`src/rtl/mtc_rx_decoder.sv`:
```
// Receive side of the MTC->SL interface: per-link FIFOs merged round-robin into one
// valid/ready stream, with per-procflag saturating counters and a drop counter.
module mtc_rx_decoder #(
    parameter int unsigned N_LINKS                  = 3,
    parameter int unsigned FIFO_DEPTH               = 8,
    parameter int unsigned CNT_WIDTH                = 16,
    parameter int unsigned MTC2SL_LEN               = 24,
    parameter int unsigned MTC2SL_MDT_PROCFLAGS_LSB = 8,
    parameter int unsigned MTC2SL_MDT_PROCFLAGS_MSB = 11,
    localparam int unsigned LW = (N_LINKS > 1) ? $clog2(N_LINKS) : 1
) (
    input  logic                                   clock,
    input  logic                                   rst,
    input  logic [N_LINKS-1:0][MTC2SL_LEN-1:0]     mtc_in,
    output logic [MTC2SL_LEN-2:0]                  out_data,
    output logic [LW-1:0]                          out_link,
    output logic [3:0]                             out_procflags,
    output logic                                   out_valid,
    input  logic                                   out_ready,
    input  logic [3:0]                             cnt_sel,
    output logic [CNT_WIDTH-1:0]                   cnt_value,
    output logic [CNT_WIDTH-1:0]                   drop_count,
    output logic                                   overflow,
    input  logic                                   cnt_clr
);
    localparam int unsigned PW = MTC2SL_LEN - 1;
    localparam int unsigned AW = (FIFO_DEPTH > 1) ? $clog2(FIFO_DEPTH) : 1;
    localparam int unsigned DW = $clog2(N_LINKS + 1);
    localparam logic [CNT_WIDTH-1:0] CNT_MAX = '1;

    logic [PW-1:0]        mem_q [N_LINKS][FIFO_DEPTH];
    logic [PW-1:0]        mem_d [N_LINKS][FIFO_DEPTH];
    logic [AW-1:0]        wr_q [N_LINKS], wr_d [N_LINKS];
    logic [AW-1:0]        rd_q [N_LINKS], rd_d [N_LINKS];
    logic [AW:0]          occ_q [N_LINKS], occ_d [N_LINKS];
    logic [LW-1:0]        rr_q, rr_d;
    logic                 valid_q, valid_d;
    logic [PW-1:0]        data_q, data_d;
    logic [LW-1:0]        link_q, link_d;
    logic [3:0]           pf_q, pf_d;
    logic [CNT_WIDTH-1:0] ctr_q [16], ctr_d [16];
    logic [CNT_WIDTH-1:0] cnt_value_q, cnt_value_d;
    logic [CNT_WIDTH-1:0] drop_q, drop_d;
    logic                 ovf_q, ovf_d;

    logic                 hs, ld, found;
    logic [LW-1:0]        gnt;
    logic                 push [N_LINKS];
    logic                 pop [N_LINKS];
    logic [DW-1:0]        ndrop;
    logic [CNT_WIDTH:0]   drop_sum;

    // Round-robin arbiter over registered occupancy, starting at rr_q
    always_comb begin
        int unsigned idx;
        idx   = 0;
        found = 1'b0;
        gnt   = '0;
        for (int unsigned k = 0; k < N_LINKS; k++) begin
            idx = (32'(rr_q) + k) % N_LINKS;
            if (!found && occ_q[idx] != '0) begin
                found = 1'b1;
                gnt   = LW'(idx);
            end
        end
    end

    // FIFO capture, output stage load and statistics
    always_comb begin
        mem_d       = mem_q;
        wr_d        = wr_q;
        rd_d        = rd_q;
        occ_d       = occ_q;
        rr_d        = rr_q;
        valid_d     = valid_q;
        data_d      = data_q;
        link_d      = link_q;
        pf_d        = pf_q;
        ctr_d       = ctr_q;
        drop_d      = drop_q;
        ovf_d       = ovf_q;
        cnt_value_d = ctr_q[cnt_sel];
        hs          = valid_q & out_ready;
        ld          = ~valid_q | out_ready;
        ndrop       = '0;

        for (int i = 0; i < N_LINKS; i++) begin
            push[i] = 1'b0;
            pop[i]  = ld && found && (gnt == LW'(i));
            if (mtc_in[i][MTC2SL_LEN-1]) begin
                // A same-cycle pop never makes room for a push
                if (occ_q[i] == (AW+1)'(FIFO_DEPTH)) ndrop = ndrop + DW'(1);
                else                                   push[i] = 1'b1;
            end
            if (push[i]) begin
                mem_d[i][wr_q[i]] = mtc_in[i][PW-1:0];
                wr_d[i]           = wr_q[i] + 1'b1;
            end
            if (pop[i]) rd_d[i] = rd_q[i] + 1'b1;
            if (push[i] && !pop[i])      occ_d[i] = occ_q[i] + 1'b1;
            else if (pop[i] && !push[i]) occ_d[i] = occ_q[i] - 1'b1;
        end

        if (ld) begin
            valid_d = found;
            if (found) begin
                data_d = mem_q[gnt][rd_q[gnt]];
                link_d = gnt;
                pf_d   = mem_q[gnt][rd_q[gnt]][MTC2SL_MDT_PROCFLAGS_MSB:MTC2SL_MDT_PROCFLAGS_LSB];
                rr_d   = (gnt == LW'(N_LINKS - 1)) ? '0 : gnt + 1'b1;
            end
        end

        drop_sum = {1'b0, drop_q} + (CNT_WIDTH+1)'(ndrop);
        if (cnt_clr) begin
            for (int c = 0; c < 16; c++) ctr_d[c] = '0;
            drop_d = '0;
            ovf_d  = 1'b0;
        end else begin
            if (hs && ctr_q[pf_q] != CNT_MAX) ctr_d[pf_q] = ctr_q[pf_q] + 1'b1;
            drop_d = drop_sum[CNT_WIDTH] ? CNT_MAX : drop_sum[CNT_WIDTH-1:0];
            if (ndrop != '0) ovf_d = 1'b1;
        end
    end

    always_ff @(posedge clock) begin
        mem_q <= mem_d;
    end

    always_ff @(posedge clock) begin
        if (rst) begin
            wr_q        <= '{default: '0};
            rd_q        <= '{default: '0};
            occ_q       <= '{default: '0};
            rr_q        <= '0;
            valid_q     <= 1'b0;
            data_q      <= '0;
            link_q      <= '0;
            pf_q        <= '0;
            ctr_q       <= '{default: '0};
            cnt_value_q <= '0;
            drop_q      <= '0;
            ovf_q       <= 1'b0;
        end else begin
            wr_q        <= wr_d;
            rd_q        <= rd_d;
            occ_q       <= occ_d;
            rr_q        <= rr_d;
            valid_q     <= valid_d;
            data_q      <= data_d;
            link_q      <= link_d;
            pf_q        <= pf_d;
            ctr_q       <= ctr_d;
            cnt_value_q <= cnt_value_d;
            drop_q      <= drop_d;
            ovf_q       <= ovf_d;
        end
    end

    assign out_valid     = valid_q;
    assign out_data      = data_q;
    assign out_link      = link_q;
    assign out_procflags = pf_q;
    assign cnt_value     = cnt_value_q;
    assign drop_count    = drop_q;
    assign overflow      = ovf_q;

endmodule

```
`config.mk`:
```
export PLATFORM = sky130hd
export DESIGN_NAME = mtc_rx_decoder
export DESIGN_NICKNAME = d
export VERILOG_FILES = /design/src/rtl/mtc_rx_decoder.sv
export SDC_FILE = /design/constraint.sdc
export NUM_CORES = 2
export LEC_CHECK = 0
export ABC_AREA = 1
export CAP_MARGIN = 20
export CORE_MARGIN = 2
export CORE_UTILIZATION = 40
export DETAILED_ROUTE_END_ITERATION = 7
export PLACE_DENSITY_LB_ADDON = 0.15
export SLEW_MARGIN = 20
export SYNTH_ARGS = -nofsm -noshare
export SYNTH_HDL_FRONTEND = slang
export SYNTH_SLANG_ARGS = --single-unit
```
`constraint.sdc`:
```
create_clock -name clock -period 6.6 [get_ports clock]
set_input_delay 1.32 -clock clock [delete_from_list [all_inputs] [get_ports clock]]
set_output_delay 1.32 -clock clock [all_outputs]
set_load 0.03 [all_outputs]
```
==> results.json <==
{
  "dr_total_vias": 33060,
  "clock_skew_ns": 0.02794,
  "finalNetCount": 4830,
  "clk_transition_reported_paths_ns": 0.06,
  "drc": 0,
  "post_synth_and_or_nand_nor_area_fraction_pct": 18.40,
  "ctsRootBufferMaster": "sky130_fd_sc_hd__clkbuf_16",
  "slew_violations": 0,
  "crit_path_top_delay_cell": "sky130_fd_sc_hd__nand3_2",
  "postSynthAreaPerCell_um2": 8.895,
  "grt_pass1_vias": 31330,
  "synth-seq-cells": 899,
  "asyncSetResetFlopFracSynth_pct": 0,
  "clkPwrFrac_pct": 23.8,
  "rel_slew_slack_pct": 9.515,
  "finalHoldViolCount": 0,
  "outcome": "finished clean",
  "numCtsBuffers": 100,
  "core_region_area_mm2": 0.1039,
  "nFillCells": 10010,
  "timing_worst_slew_pin_value_ns": 1.357,
  "boundaryPins": 143,
  "initialDrtViolationCount": 3170,
  "place_hpwl_mm": 74.11,
  "p_switching_mw": 10.85,
  "multi_input_area_mm2": 0.01471,
  "portBuffers": 142,
  "ys_types": 43,
  "vdd.ir_drop.worst_mv": 1.416,
  "synth.yosys.warnings": 0,
  "synthesis.area_mm2": 0.04209,
  "gpl.final_weighted_congestion": 0.8020,
  "most-common-layout-cells": "sky130_fd_sc_hd__nand2_1 (959), sky130_fd_sc_hd__inv_1 (626), sky130_fd_sc_hd__edfxtp_1 (552)",
  "die_h_um": 328.4,
  "grt_antenna_before_repair": 7,
  "syn_inst": 4732,
  "grt_resource_usage_total_pct": 25.19,
  "post_synth_edffs": 552,
  "power.density_mw_per_mm2": 496.9,
  "cellLeakagePower_nw": 18.11,
  "fmax_ghz": 0.2145,
  "cts.path.max_buffers": 3,
  "yosys.area_share.xor_xnor_pct": 0.8531,
  "worstSetupPathType": "reg2reg",
  "floorplan.initialDensity_pct": 40.50,
  "max_cap_viol_count": 0,
  "cts.repair_timing.setup_buffer_count": 0,
  "area_growth_syn_to_layout_pct": 13.39,
  "drive_gt1_share_pct": 6.468,
  "power.combinational.fraction_pct": 49.1,
  "internal-power_mw": 12.86,
  "h-tree-depth": 3,
  "combinational_family_with_the_most_area_after_synthesis": "simple AND/OR/NAND/NOR gates",
  "die-area_mm2": 0.1078,
  "routed_via_count_divided_by_cell_count": 5.341,
  "grt_pass1_wl_mm": 204.3,
  "maximum_number_of_pins_on_one_net_before_global_route_repair": 190,
  "cts-hold-fix-buffers": 0,
  "synth_compound_area_share_pct": 14.21,
  "setup_total_negative_slack_ns": 0,
  "critPathRequiredTime_ns": 7.15,
  "post-route-period-util_pct": 70.63,
  "hold_slack_ns": 0.4649,
  "clock_insertion_delay_worst_skew_ns": 0.70,
  "synth_adder_area_share_pct": 0.8739,
  "seq_power_share_pct": 27.1,
  "hold_path_class": "reg2reg",
  "tritoncts": "built",
  "critPathLaunchType": "register",
  "final-seq-area_mm2": 0.02352,
  "layout_commonest_cell": "sky130_fd_sc_hd__nand2_1",
  "ys.flop_type": "sky130_fd_sc_hd__edfxtp_1",
  "post_cts_resized": 0,
  "drt-pass1-iter-count": 5,
  "floorplan.rows": 118,
  "swShare_pct": 45.76,
  "worst_setup_path_end_kind": "register",
  "synthesis.nets": 4839,
  "grt_overflow": 0,
  "cp_data_arrival_time_ns": 5.21,
  "setup_violators_final": 0,
  "crit_chain": "inv_1 -> nand2_2 -> buf_4 -> o22ai_1 -> o21ai_1 -> nand2_1 -> nor2_2 -> nor2_1 -> inv_1 -> nor3_2 -> nand4_4 -> buf_4 -> nand3_2 -> o21ai_1 -> a21oi_1",
  "die_w_um": 328.4,
  "timing.critical_path.fanout_max": 52,
  "detail-route-antenna-nets": 0,
  "finalCriticalPeriod_ns": 4.662,
  "ys_seq_area_share_pct": 55.88,
  "synth.mux.area_fraction_pct": 0,
  "slowest_delay_ns": 0.84,
  "routed_wire_length_per_instance_um": 22.21,
  "tritoncts_num_sinks": 899,
  "drt_wl_total_mm": 137.5,
  "rsz_0062_raised_after_global_routing": "false"
}
==> path summary, 6_finish.rpt <==
kind,depth (start not counted),to,from,slack (ns)
hold reg to reg,2,rd_q[8],rd_q[8],0.46
setup / recovery,15,ctr_q[198],out_data[8],1.94
setup reg to reg,15,ctr_q[198],out_data[8],1.94
hold / removal,2,rd_q[8],rd_q[8],0.46
==> cells by family after synthesis <==
group / count (synthesis)
buffers and inverters: 966
AO/OA/AOI/OAI: 1077
AND/OR/NAND/NOR: 1728
XOR/XNOR: 35
flip-flops: 899
adder cells (fa/ha/maj): 27
==> cells in the mapped netlist (10+ instances only) <==
master	count	share of area, %
sky130_fd_sc_hd__a21oi_1	457	5.4
sky130_fd_sc_hd__buf_1	30	0.27
sky130_fd_sc_hd__buf_2	89	1.1
sky130_fd_sc_hd__buf_4	22	0.39
sky130_fd_sc_hd__buf_6	37	0.99
sky130_fd_sc_hd__clkbuf_1	150	1.3
sky130_fd_sc_hd__dfxtp_1	347	17
sky130_fd_sc_hd__edfxtp_1	552	39
sky130_fd_sc_hd__ha_1	23	0.68
sky130_fd_sc_hd__inv_1	627	5.6
sky130_fd_sc_hd__nand2_1	965	8.6
sky130_fd_sc_hd__nand3_1	521	6.2
sky130_fd_sc_hd__nand3_4	10	0.42
sky130_fd_sc_hd__nand3b_1	71	1.3
sky130_fd_sc_hd__nand4_1	23	0.34
sky130_fd_sc_hd__nor2_1	106	0.95
sky130_fd_sc_hd__o21a_1	165	2.9
sky130_fd_sc_hd__o21ai_0	236	2.8
sky130_fd_sc_hd__o21ai_1	83	0.99
sky130_fd_sc_hd__o22ai_1	128	1.9
sky130_fd_sc_hd__xor2_1	22	0.46
==> worst max-delay path: cells and delay by family, from the launching register on <==
family	cells	cell delay, ns
AOI/OAI and AO/OA	4	0.78
buffers and inverters	4	1.33
DFF	1	0.47
and+or+nand+nor	7	1.86
==> through the flow <==
stage / setup slack, ns / util [%] / cells / total power, mW / area, um^2
2_1_floorplan: 2.605 / - / 4732 / 14.51 / 42090
3_3_place_gp: 2.046 / 42.68 / 5998 / 18.02 / 44370
3_5_place_dp: 2.020 / 42.74 / 6001 / 18.10 / 44430
4_1_cts: 1.979 / 45.91 / 6188 / 23.77 / 47720
5_1_grt: 1.658 / 45.92 / 6189 / 25.29 / 47720
6_report: 1.938 / 45.92 / 6190 / 23.72 / 47730
==> registers in the layout, summed over array words and instances, names as in the netlist <==
name / flops
rd_q: 9
out_data: 23
overflow: 1
out_link: 2
wr_q: 9
drop_count: 16
mem_q: 552
cnt_value: 16
rr_q: 2
ctr_q: 256
out_valid: 1
occ_q: 12
==> power by group through the flow <==
stage	clock network [mW]	logic (mW)	registers, mW
2_1_floorplan	0	7.88	6.63
3_3_place_gp	0	11.5	6.54
3_5_place_dp	0	11.6	6.54
4_1_cts	5.74	11.6	6.42
5_1_grt	5.95	12.9	6.45
6_report	5.65	11.6	6.42
==> routing by layer <==
layer | vias up | share of wire, % | GRT usage, %
li1 | 15900 | - | -
met1 | 15770 | 43 | 33.88
met2 | 1119 | 47 | 41.70
met3 | 268 | 6.4 | 3.733
met4 | 8 | 3.3 | 8.209
met5 | - | 0.033 | 0
==> cell type report <==
class | count | share of cell area, %
flip-flops and latches | 899 | 49.29
multi-input cells | 2867 | 30.83
clock buffers | 137 | 5.830
inverters | 637 | 5.026
repair buffers | 218 | 4.339
well taps | 1380 | 3.618
clock inverters | 50 | 1.062
diodes | 2 | 0.01049
(Power assumes the default switching activity.)
